### src/rtl/data_stack_pkg.sv
// Shared defaults, derived widths and the operation decode for data_stack.
// Defining DATA_STACK_ERR_EN enables the sticky overflow/underflow flags.
package data_stack_pkg;

    localparam int DEF_NBDATA = 32;
    localparam int DEF_SDEPTH = 16;
    localparam int DEF_PTR_W  = $clog2(DEF_SDEPTH);
    localparam int DEF_CNT_W  = DEF_PTR_W + 1;

    typedef enum logic [1:0] {
        OP_NONE,
        OP_PUSH,
        OP_POP,
        OP_REPLACE
    } stack_op_e;

    function automatic int ptr_width(input int depth);
        return $clog2(depth);
    endfunction

    function automatic int cnt_width(input int depth);
        return $clog2(depth) + 1;
    endfunction

    // Push together with pop on an empty stack degenerates to a plain push.
    function automatic stack_op_e decode_op(input logic push, input logic pop,
                                            input logic is_empty);
        if (push && pop && !is_empty)
            return OP_REPLACE;
        else if (push)
            return OP_PUSH;
        else if (pop)
            return OP_POP;
        else
            return OP_NONE;
    endfunction

endpackage

### src/rtl/stack_ram.sv
// Stack storage: one synchronous write port, one asynchronous read port.
module stack_ram
    import data_stack_pkg::*;
#(
    parameter int NBDATA = DEF_NBDATA,
    parameter int SDEPTH = DEF_SDEPTH,
    parameter int PTR_W  = ptr_width(SDEPTH)
) (
    input  logic              clk,
    input  logic              we,
    input  logic [PTR_W-1:0]  waddr,
    input  logic [NBDATA-1:0] wdata,
    input  logic [PTR_W-1:0]  raddr,
    output logic [NBDATA-1:0] rdata
);

    logic [NBDATA-1:0] mem [SDEPTH];

    // NOTE: storage has no reset; validity is tracked by count in the parent,
    // so clearing the array would only cost a reset net to every bit.
    always_ff @(posedge clk) begin
        if (we)
            mem[waddr] <= wdata;
    end

    assign rdata = mem[raddr];

endmodule

### src/rtl/data_stack.sv
// Circular data stack with registered top-of-stack; tp always indexes the top.
// Optional sticky ovf/unf flags are built when DATA_STACK_ERR_EN is defined.
module data_stack
    import data_stack_pkg::*;
#(
    parameter int NBDATA = DEF_NBDATA,
    parameter int SDEPTH = DEF_SDEPTH
) (
    input  logic                   clk,
    input  logic                   rst,
    input  logic                   push,
    input  logic                   pop,
    input  logic [NBDATA-1:0]      din,
    input  logic                   err_clr,
    output logic [NBDATA-1:0]      tos,
    output logic [$clog2(SDEPTH):0] count,
    output logic                   empty,
    output logic                   full,
    output logic                   ovf,
    output logic                   unf
);

    localparam int PTR_W = ptr_width(SDEPTH);
    localparam int CNT_W = cnt_width(SDEPTH);
    localparam logic [CNT_W-1:0] FULL_CNT = CNT_W'(SDEPTH);
    localparam logic [CNT_W-1:0] ONE_CNT  = CNT_W'(1);

    logic [PTR_W-1:0]  tp, tp_nxt;
    logic [CNT_W-1:0]  count_nxt;
    logic [NBDATA-1:0] tos_nxt;
    logic [NBDATA-1:0] below_top;
    logic [PTR_W-1:0]  waddr;
    logic              we;
    logic              armed;
    stack_op_e         op;

    assign empty = (count == '0);
    assign full  = (count == FULL_CNT);
    assign op    = decode_op(push, pop, empty);

    stack_ram #(
        .NBDATA (NBDATA),
        .SDEPTH (SDEPTH),
        .PTR_W  (PTR_W)
    ) u_ram (
        .clk   (clk),
        .we    (we),
        .waddr (waddr),
        .wdata (din),
        .raddr (tp - 1'b1),
        .rdata (below_top)
    );

    // armed stays low through the first edge after reset release, so an
    // operation presented on that edge is dropped.
    always_ff @(posedge clk or posedge rst) begin
        if (rst)
            armed <= 1'b0;
        else
            armed <= 1'b1;
    end

    // NOTE: every output of this block gets a default first; a missed branch
    // would otherwise infer a latch.
    always_comb begin
        tp_nxt    = tp;
        count_nxt = count;
        tos_nxt   = tos;
        we        = 1'b0;
        waddr     = tp;
        if (armed) begin
            unique case (op)
                OP_PUSH: begin
                    tp_nxt  = tp + 1'b1;
                    waddr   = tp + 1'b1;
                    we      = 1'b1;
                    tos_nxt = din;
                    if (!full)
                        count_nxt = count + 1'b1;
                end
                OP_REPLACE: begin
                    waddr   = tp;
                    we      = 1'b1;
                    tos_nxt = din;
                end
                OP_POP: begin
                    if (!empty) begin
                        tp_nxt    = tp - 1'b1;
                        count_nxt = count - 1'b1;
                        tos_nxt   = (count == ONE_CNT) ? '0 : below_top;
                    end
                end
                default: ;
            endcase
        end
    end

    // NOTE: sequential state uses non-blocking assignments so every register
    // samples pre-edge values regardless of statement order.
    always_ff @(posedge clk or posedge rst) begin
        if (rst) begin
            tp    <= '0;
            count <= '0;
            tos   <= '0;
        end else begin
            tp    <= tp_nxt;
            count <= count_nxt;
            tos   <= tos_nxt;
        end
    end

`ifdef DATA_STACK_ERR_EN
    logic ovf_set, unf_set;

    assign ovf_set = armed && push && !pop && full;
    assign unf_set = armed && pop && !push && empty;

    // Clear has priority over a set event in the same cycle.
    always_ff @(posedge clk or posedge rst) begin
        if (rst) begin
            ovf <= 1'b0;
            unf <= 1'b0;
        end else if (err_clr) begin
            ovf <= 1'b0;
            unf <= 1'b0;
        end else begin
            if (ovf_set)
                ovf <= 1'b1;
            if (unf_set)
                unf <= 1'b1;
        end
    end
`else
    logic unused_err_clr;

    assign unused_err_clr = err_clr;
    assign ovf            = 1'b0;
    assign unf            = 1'b0;
`endif

endmodule

### config.mk
export PLATFORM = sky130hd
export DESIGN_NAME = data_stack
export DESIGN_NICKNAME = d
export VERILOG_FILES = /design/src/rtl/data_stack_pkg.sv /design/src/rtl/stack_ram.sv /design/src/rtl/data_stack.sv
export SDC_FILE = /design/constraint.sdc
export NUM_CORES = 1
export LEC_CHECK = 0
export ABC_AREA = 1
export CORE_MARGIN = 10
export CORE_UTILIZATION = 55
export CTS_CLUSTER_SIZE = 24
export DETAILED_ROUTE_END_ITERATION = 12
export PLACE_DENSITY_LB_ADDON = 0.15
export SETUP_SLACK_MARGIN = 0.3
export SLEW_MARGIN = 20
export SYNTH_ARGS = -nofsm -noshare
export SYNTH_HDL_FRONTEND = slang
export SYNTH_SLANG_ARGS = --single-unit
### constraint.sdc
create_clock -name clk -period 8.2 [get_ports clk]
set_input_delay 0.82 -clock clk [delete_from_list [all_inputs] [get_ports clk]]
set_output_delay 0.82 -clock clk [all_outputs]
set_load 0.01 [all_outputs]
==> results of run 1 <==
-- layout by cell type (no fill, tap or decap), types with 4 or more instances in the layout --
| cell | count |
|---|---|
| nand2_2 | 6 |
| clkdlybuf4s50_1 | 74 |
| clkinv_2 | 11 |
| nand3_1 | 489 |
| nor2_1 | 35 |
| edfxtp_1 | 512 |
| dfrtp_1 | 41 |
| nand2_1 | 554 |
| a21oi_1 | 64 |
| clkbuf_8 | 4 |
| clkbuf_1 | 14 |
| inv_1 | 13 |
| xor2_1 | 9 |
| clkinv_1 | 6 |
| ha_1 | 5 |
| clkbuf_16 | 54 |
| nor2_4 | 18 |
| inv_2 | 7 |
| buf_4 | 26 |
| bufinv_16 | 6 |
-- power by group --
group	internal [W]	switching [W]	total, W
Clock	0.00145	0.00106	0.00251
Combinational	0.00108	0.00248	0.00355
Sequential	0.00331	0.000123	0.00343
Total	0.00583	0.00366	0.00949
-- worst max-delay path, stage by stage, from the launching register on --
cell and delay [ns]:
dfrtp_4 0.67, inv_6 0.66, ha_4 0.51, buf_4 0.73, o21ai_2 0.17, inv_1 0.11
nand2_1 0.22, nor2_4 0.48, buf_4 0.51
-- state kept, by name, summed over array words and instances, names as in the netlist --
register	cells
count	5
armed	1
tos	32
u_ram.mem	512
tp	4
-- area by class of cell --
class                      instances  share of cell area (%)
clock inverter                    30                    1.38
clock buffer                      72                    5.71
inverter                          22                   0.353
tap                              532                    2.61
multi-input combinational       1204                    21.9
timing repair buffer             101                    3.74
sequential                       554                    64.3
antenna                            1                 0.00980
-- per-stage QoR --
step                instances  setup slack (ns)  area [um^2]
floorplan                1902              4.63        22700
global placement         2413              3.67        23700
detailed placement       2413              3.62        23700
CTS                      2515              3.61        25500
global route             2515              3.42        25500
finish                   2516              3.55        25500
-- worst min path at each step --
| stage | start | to | slack (ns) | cells past startpoint |
|---|---|---|---|---|
| after CTS | count[4]$_DFFE_PP0P_ | count[4]$_DFFE_PP0P_ | 0.52 | 2 |
| final | count[4]$_DFFE_PP0P_ | count[4]$_DFFE_PP0P_ | 0.52 | 2 |
| after global placement | count[4]$_DFFE_PP0P_ | count[4]$_DFFE_PP0P_ | 0.50 | 2 |
| after floorplan | count[4]$_DFFE_PP0P_ | count[4]$_DFFE_PP0P_ | 0.52 | 2 |
| after detailed placement | count[4]$_DFFE_PP0P_ | count[4]$_DFFE_PP0P_ | 0.50 | 2 |
| after global routing | count[4]$_DFFE_PP0P_ | count[4]$_DFFE_PP0P_ | 0.54 | 2 |
-- per-layer routing --
layer  up-vias  GRT usage, %  routed length, um
li1       6799             -                  -
met1      7096          29.7              23400
met2       546          35.8              26900
met3        88          3.44               3680
met4         0          6.50               1270
met5         -             0                  0
-- kinds of logic after synthesis --
logic type	Yosys count	synth area share (%)
fa+ha+maj	6	0.331
simple gates	1109	21.3
compound gates	74	1.76
other cells	2	0.0331
buf+inv	144	3.60
flops	554	72.4
xor+xnor	12	0.497
==> impl_metrics.tcl, run 1 <==
set metrics [dict create \
    outcome "finished clean" \
    period_minus_slack_ns 4.65 \
    synth-edff-count 512 \
    hp-class "reg2reg" \
    utilization_pct 62.5 \
    grt_max_degree 226 \
    antenna_found_initial 0 \
    vias 14500 \
    io_buffers 74 \
    finalCritPeriodShare_pct 56.8 \
    drc 0 \
    grt_pass1_vias 14100 \
    tritoncts "done" \
    vdd_drop_max_uv 269 \
    rsz0062_at_grt "false" \
    end_kind "register" \
    final_nets 1980 \
    synth-seq-cells 554 \
    leakage_nw 9.04 \
    ys_warn_count 0 \
    std_cell_rows 74 \
    wl_per_cell_um 22.0 \
    yosysMostFrequentCell "nand2_1" \
    cts_resized 0 \
    r2r_slack_ns 3.55 \
    routed_wl_um 55300 \
    setup_viol 0 \
    crit_required_ns 8.45 \
    via_per_inst 5.77 \
    ant_nets 0 \
    slew_headroom_pct 21.9 \
    crit-reg2reg-capture "u_ram.mem[15][29]$_DFFE_PP_" \
    syn_area_per_cell_um2 11.9 \
    die_area_um2 49700 \
    drive_gt1_share_pct 7.82 \
    crit_arrival_ns 4.90 \
    ff_latch_area_um2 16400 \
    synth_top_area_share_pct 67.8 \
    core_area_um2 40800 \
    crit_path_start_kind "register" \
    dp_hpwl_um 25800 \
    grt-ovfl-total 0 \
    drtIter0Drc 1585 \
    maxCapViolations 0 \
    synth_top_area_cell "edfxtp_1" \
    synth.distinct_cells 32 \
    cts_buffer_depth 3 \
    insertion_delay_ns 0.61 \
    synth_seq_area_share_pct 72.4 \
    r2r_start "tp[0]$_DFFE_PP0P_" \
    io_pins 78 \
    fill_cells 3086 \
    multiInputGateArea_um2 5580 \
    async_flop_share_pct 7.58 \
    reg2reg_depth 8 \
    clockRootBuffer "clkbuf_16" \
    first_pass_iters 6 \
    grt_usage_pct 21.9 \
    fin_total_pwr_w 0.00949 \
    start_util_pct 55.5 \
    synthToLayoutAreaGrowth_pct 12.6 \
    powerDensity_nw_per_um2 372 \
    clkTransAtPathRegs_ns 0.06 \
    cts_made_buffers 54 \
    cts_setup_buffers 0 \
    grt_pass1_wl_um 84600 \
    gp_congestion 0.760 \
    numClockSinks 554 \
    hold_violations 0 \
    synth_flop_cell "edfxtp_1" \
    synth_common_cells "nand2_1 (555), edfxtp_1 (512), nand3_1 (489)" \
    path_class "reg2reg" \
    fp.dieW_um 223 \
    clock.fmax_mhz 215 \
    whs_ns 0.515 \
    synth_area_leaders "edfxtp_1 (68%), nand3_1 (11%), nand2_1 (9.2%), dfrtp_1 (4.6%), a21oi_1 (1.4%)" \
    cp_max_fo 117 \
    holdBufCountCts 0 \
    syn_inst 1901 \
    htreeDepth 2 \
    tightest_slew_ns 1.17 \
    slew_viol_final 0 \
    setup_tns_ns 0 \
    startpoint "tp[0]$_DFFE_PP0P_" \
    die_height_um 223 \
    clock_skew_ns 0.0103 \
    crit_end "u_ram.mem[15][29]$_DFFE_PP_" \
    syn_area_um2 22700 \
]
(Power assumes the default switching activity.)
==> run 2, diff against run 1 <==
==> constraint.sdc (replaced) <==
create_clock -name clk -period 4.65 [get_ports clk]
set_input_delay 0.465 -clock clk [delete_from_list [all_inputs] [get_ports clk]]
set_output_delay 0.465 -clock clk [all_outputs]
set_load 0.01 [all_outputs]
==> run 2 against run 1 <==
  * Sequential share of layout area about the same
  * Flip-flop and latch count did not move
  * Largest cell class unchanged
  * Power rose by 75%
  * Clock skew rose by 0.015 ns
==> impl_metrics.tcl, run 2 (synthesis gave the netlist of run 1 again) <==
set metrics [dict create \
    gp_congestion 0.799 \
    ant_nets 0 \
    top_regs "u_ram.mem x512, tos x32, count x5" \
    cts_setup_buffers 0 \
    r2r_slack_ns 0.68 \
    fin_total_pwr_w 0.0166 \
    met1_length_um 24000 \
    rsz0062_at_grt "false" \
    ff_latch_area_um2 16400 \
    tightest_slew_ns 1.04 \
    core_area_um2 40800 \
    fin_cells 2526 \
    wl_per_cell_um 22.6 \
    grt_pass1_vias 14600 \
    fill_cells 3079 \
    first_pass_iters 6 \
    setup_ws_ns 0.677 \
    period_minus_slack_ns 3.97 \
    crit_path_start_kind "register" \
    dr_wl_met3_um 4390 \
    clock_skew_ns 0.0255 \
    crit_arrival_ns 4.21 \
    tritoncts "done" \
    drive_gt1_share_pct 7.87 \
    path_cells "inv_6 -> ha_4 -> o21ai_2 -> inv_1 -> nand2_1 -> nor2_4 -> buf_4" \
    holdBufCountCts 0 \
    largest_reg_flops 512 \
    clkTransAtPathRegs_ns 0.06 \
    start_util_pct 55.5 \
    leakage_nw 9.06 \
    final_cell_mix "nand2_1 (554), edfxtp_1 (512), nand3_1 (489), clkdlybuf4s50_1 (74), a21oi_1 (64)" \
    top_layer "met5" \
    die_height_um 223 \
    dp_hpwl_um 29700 \
    drc 0 \
    vdd_drop_max_uv 599 \
    regMostFlops "u_ram.mem" \
    hold_violations 0 \
    fp.dieW_um 223 \
    maxCapViolations 0 \
    cts_made_buffers 55 \
    path_class "reg2reg" \
    postPlaceCellArea_um2 23800 \
    antenna_found_initial 1 \
    clockRootBuffer "clkbuf_16" \
    place_ws_ns 0.645 \
    grt_max_degree 79 \
    grt-ovfl-total 0 \
    slew_headroom_pct 30.7 \
    cts_resized 0 \
    via_per_inst 5.89 \
    io_pins 78 \
    io_buffers 74 \
    clock.fmax_mhz 252 \
    fin_area_um2 25600 \
    final_nets 1991 \
    dp.cells 2423 \
    setup_viol 0 \
    hp-class "in2async" \
    critPathBufInv 3 \
    grt_pass1_wl_um 87600 \
    layout_commonest_cell "nand2_1" \
    slowest_stage "ha_4" \
    numClockSinks 554 \
    drtIter0Drc 1576 \
    setup_tns_ns 0 \
    htreeDepth 2 \
    cts_buffer_depth 3 \
    vias 14900 \
    finalCritPeriodShare_pct 85.4 \
    multiInputGateArea_um2 5580 \
    routed_wl_um 57000 \
    wl_met2_um 27100 \
    insertion_delay_ns 0.60 \
    end_kind "register" \
    antenna-diode-count 0 \
    slew_viol_final 0 \
    cp_max_fo 69 \
    powerDensity_nw_per_um2 650 \
    die_area_um2 49700 \
    std_cell_rows 74 \
    grt_usage_pct 22.7 \
    max_stage_delay_ns 0.88 \
    crit_required_ns 4.88 \
    cp_top_family "buffers and inverters" \
    outcome "finished clean" \
    synthToLayoutAreaGrowth_pct 12.7 \
]
## run 2: cell count changes in the layout (fill, tap and decap cells not counted), sizes merged
cell      before  now
diode          1    0
bufinv         6    3
buf           27   37
clkbuf        72   73
clkinvlp       3    1
clkinv        21   24
inv           22   24
## run 2: final timing paths
check	start	end	cells after the start
min reg2reg	count[4]$_DFFE_PP0P_	count[4]$_DFFE_PP0P_	2
max in group asynchronous	rst	tp[0]$_DFFE_PP0P_	3
min	rst	tos[19]$_DFFE_PP0P_	2
min in group clk	count[4]$_DFFE_PP0P_	count[4]$_DFFE_PP0P_	2
max	tp[0]$_DFFE_PP0P_	u_ram.mem[15][14]$_DFFE_PP_	7
max reg2reg	tp[0]$_DFFE_PP0P_	u_ram.mem[15][14]$_DFFE_PP_	7
## run 2: metrics by stage
| step | hold slack (ns) | util (%) |
|---|---|---|
| after global routing | 0.306 | 62.6 |
| after CTS | 0.291 | 62.6 |
| after detailed placement | 0.489 | 58.4 |
| after floorplan | 0.525 | - |
| after global placement | 0.491 | 58.4 |
| final | 0.292 | 62.6 |
## run 2: layout make-up
cell class / count / share of cell area, %
tap: 532 / 2.61
clock inverter: 30 / 0.901
timing repair buffer: 111 / 4.23
clock buffer: 73 / 5.77
sequential: 554 / 64.3
multi-input combinational: 1204 / 21.8
inverter: 22 / 0.353
## run 2: routing by layer
| layer | GRT usage, % | up-vias |
|---|---|---|
| met4 | 7.85 | 2 |
| met1 | 31.0 | 7300 |
| met2 | 36.4 | 640 |
| met5 | 0 | - |
| li1 | - | 6825 |
| met3 | 3.60 | 107 |
## run 2: power by group
group	internal, W	switching, W
Sequential	0.00583	0.000245
Combinational	0.00192	0.00442
Clock	0.00239	0.00181
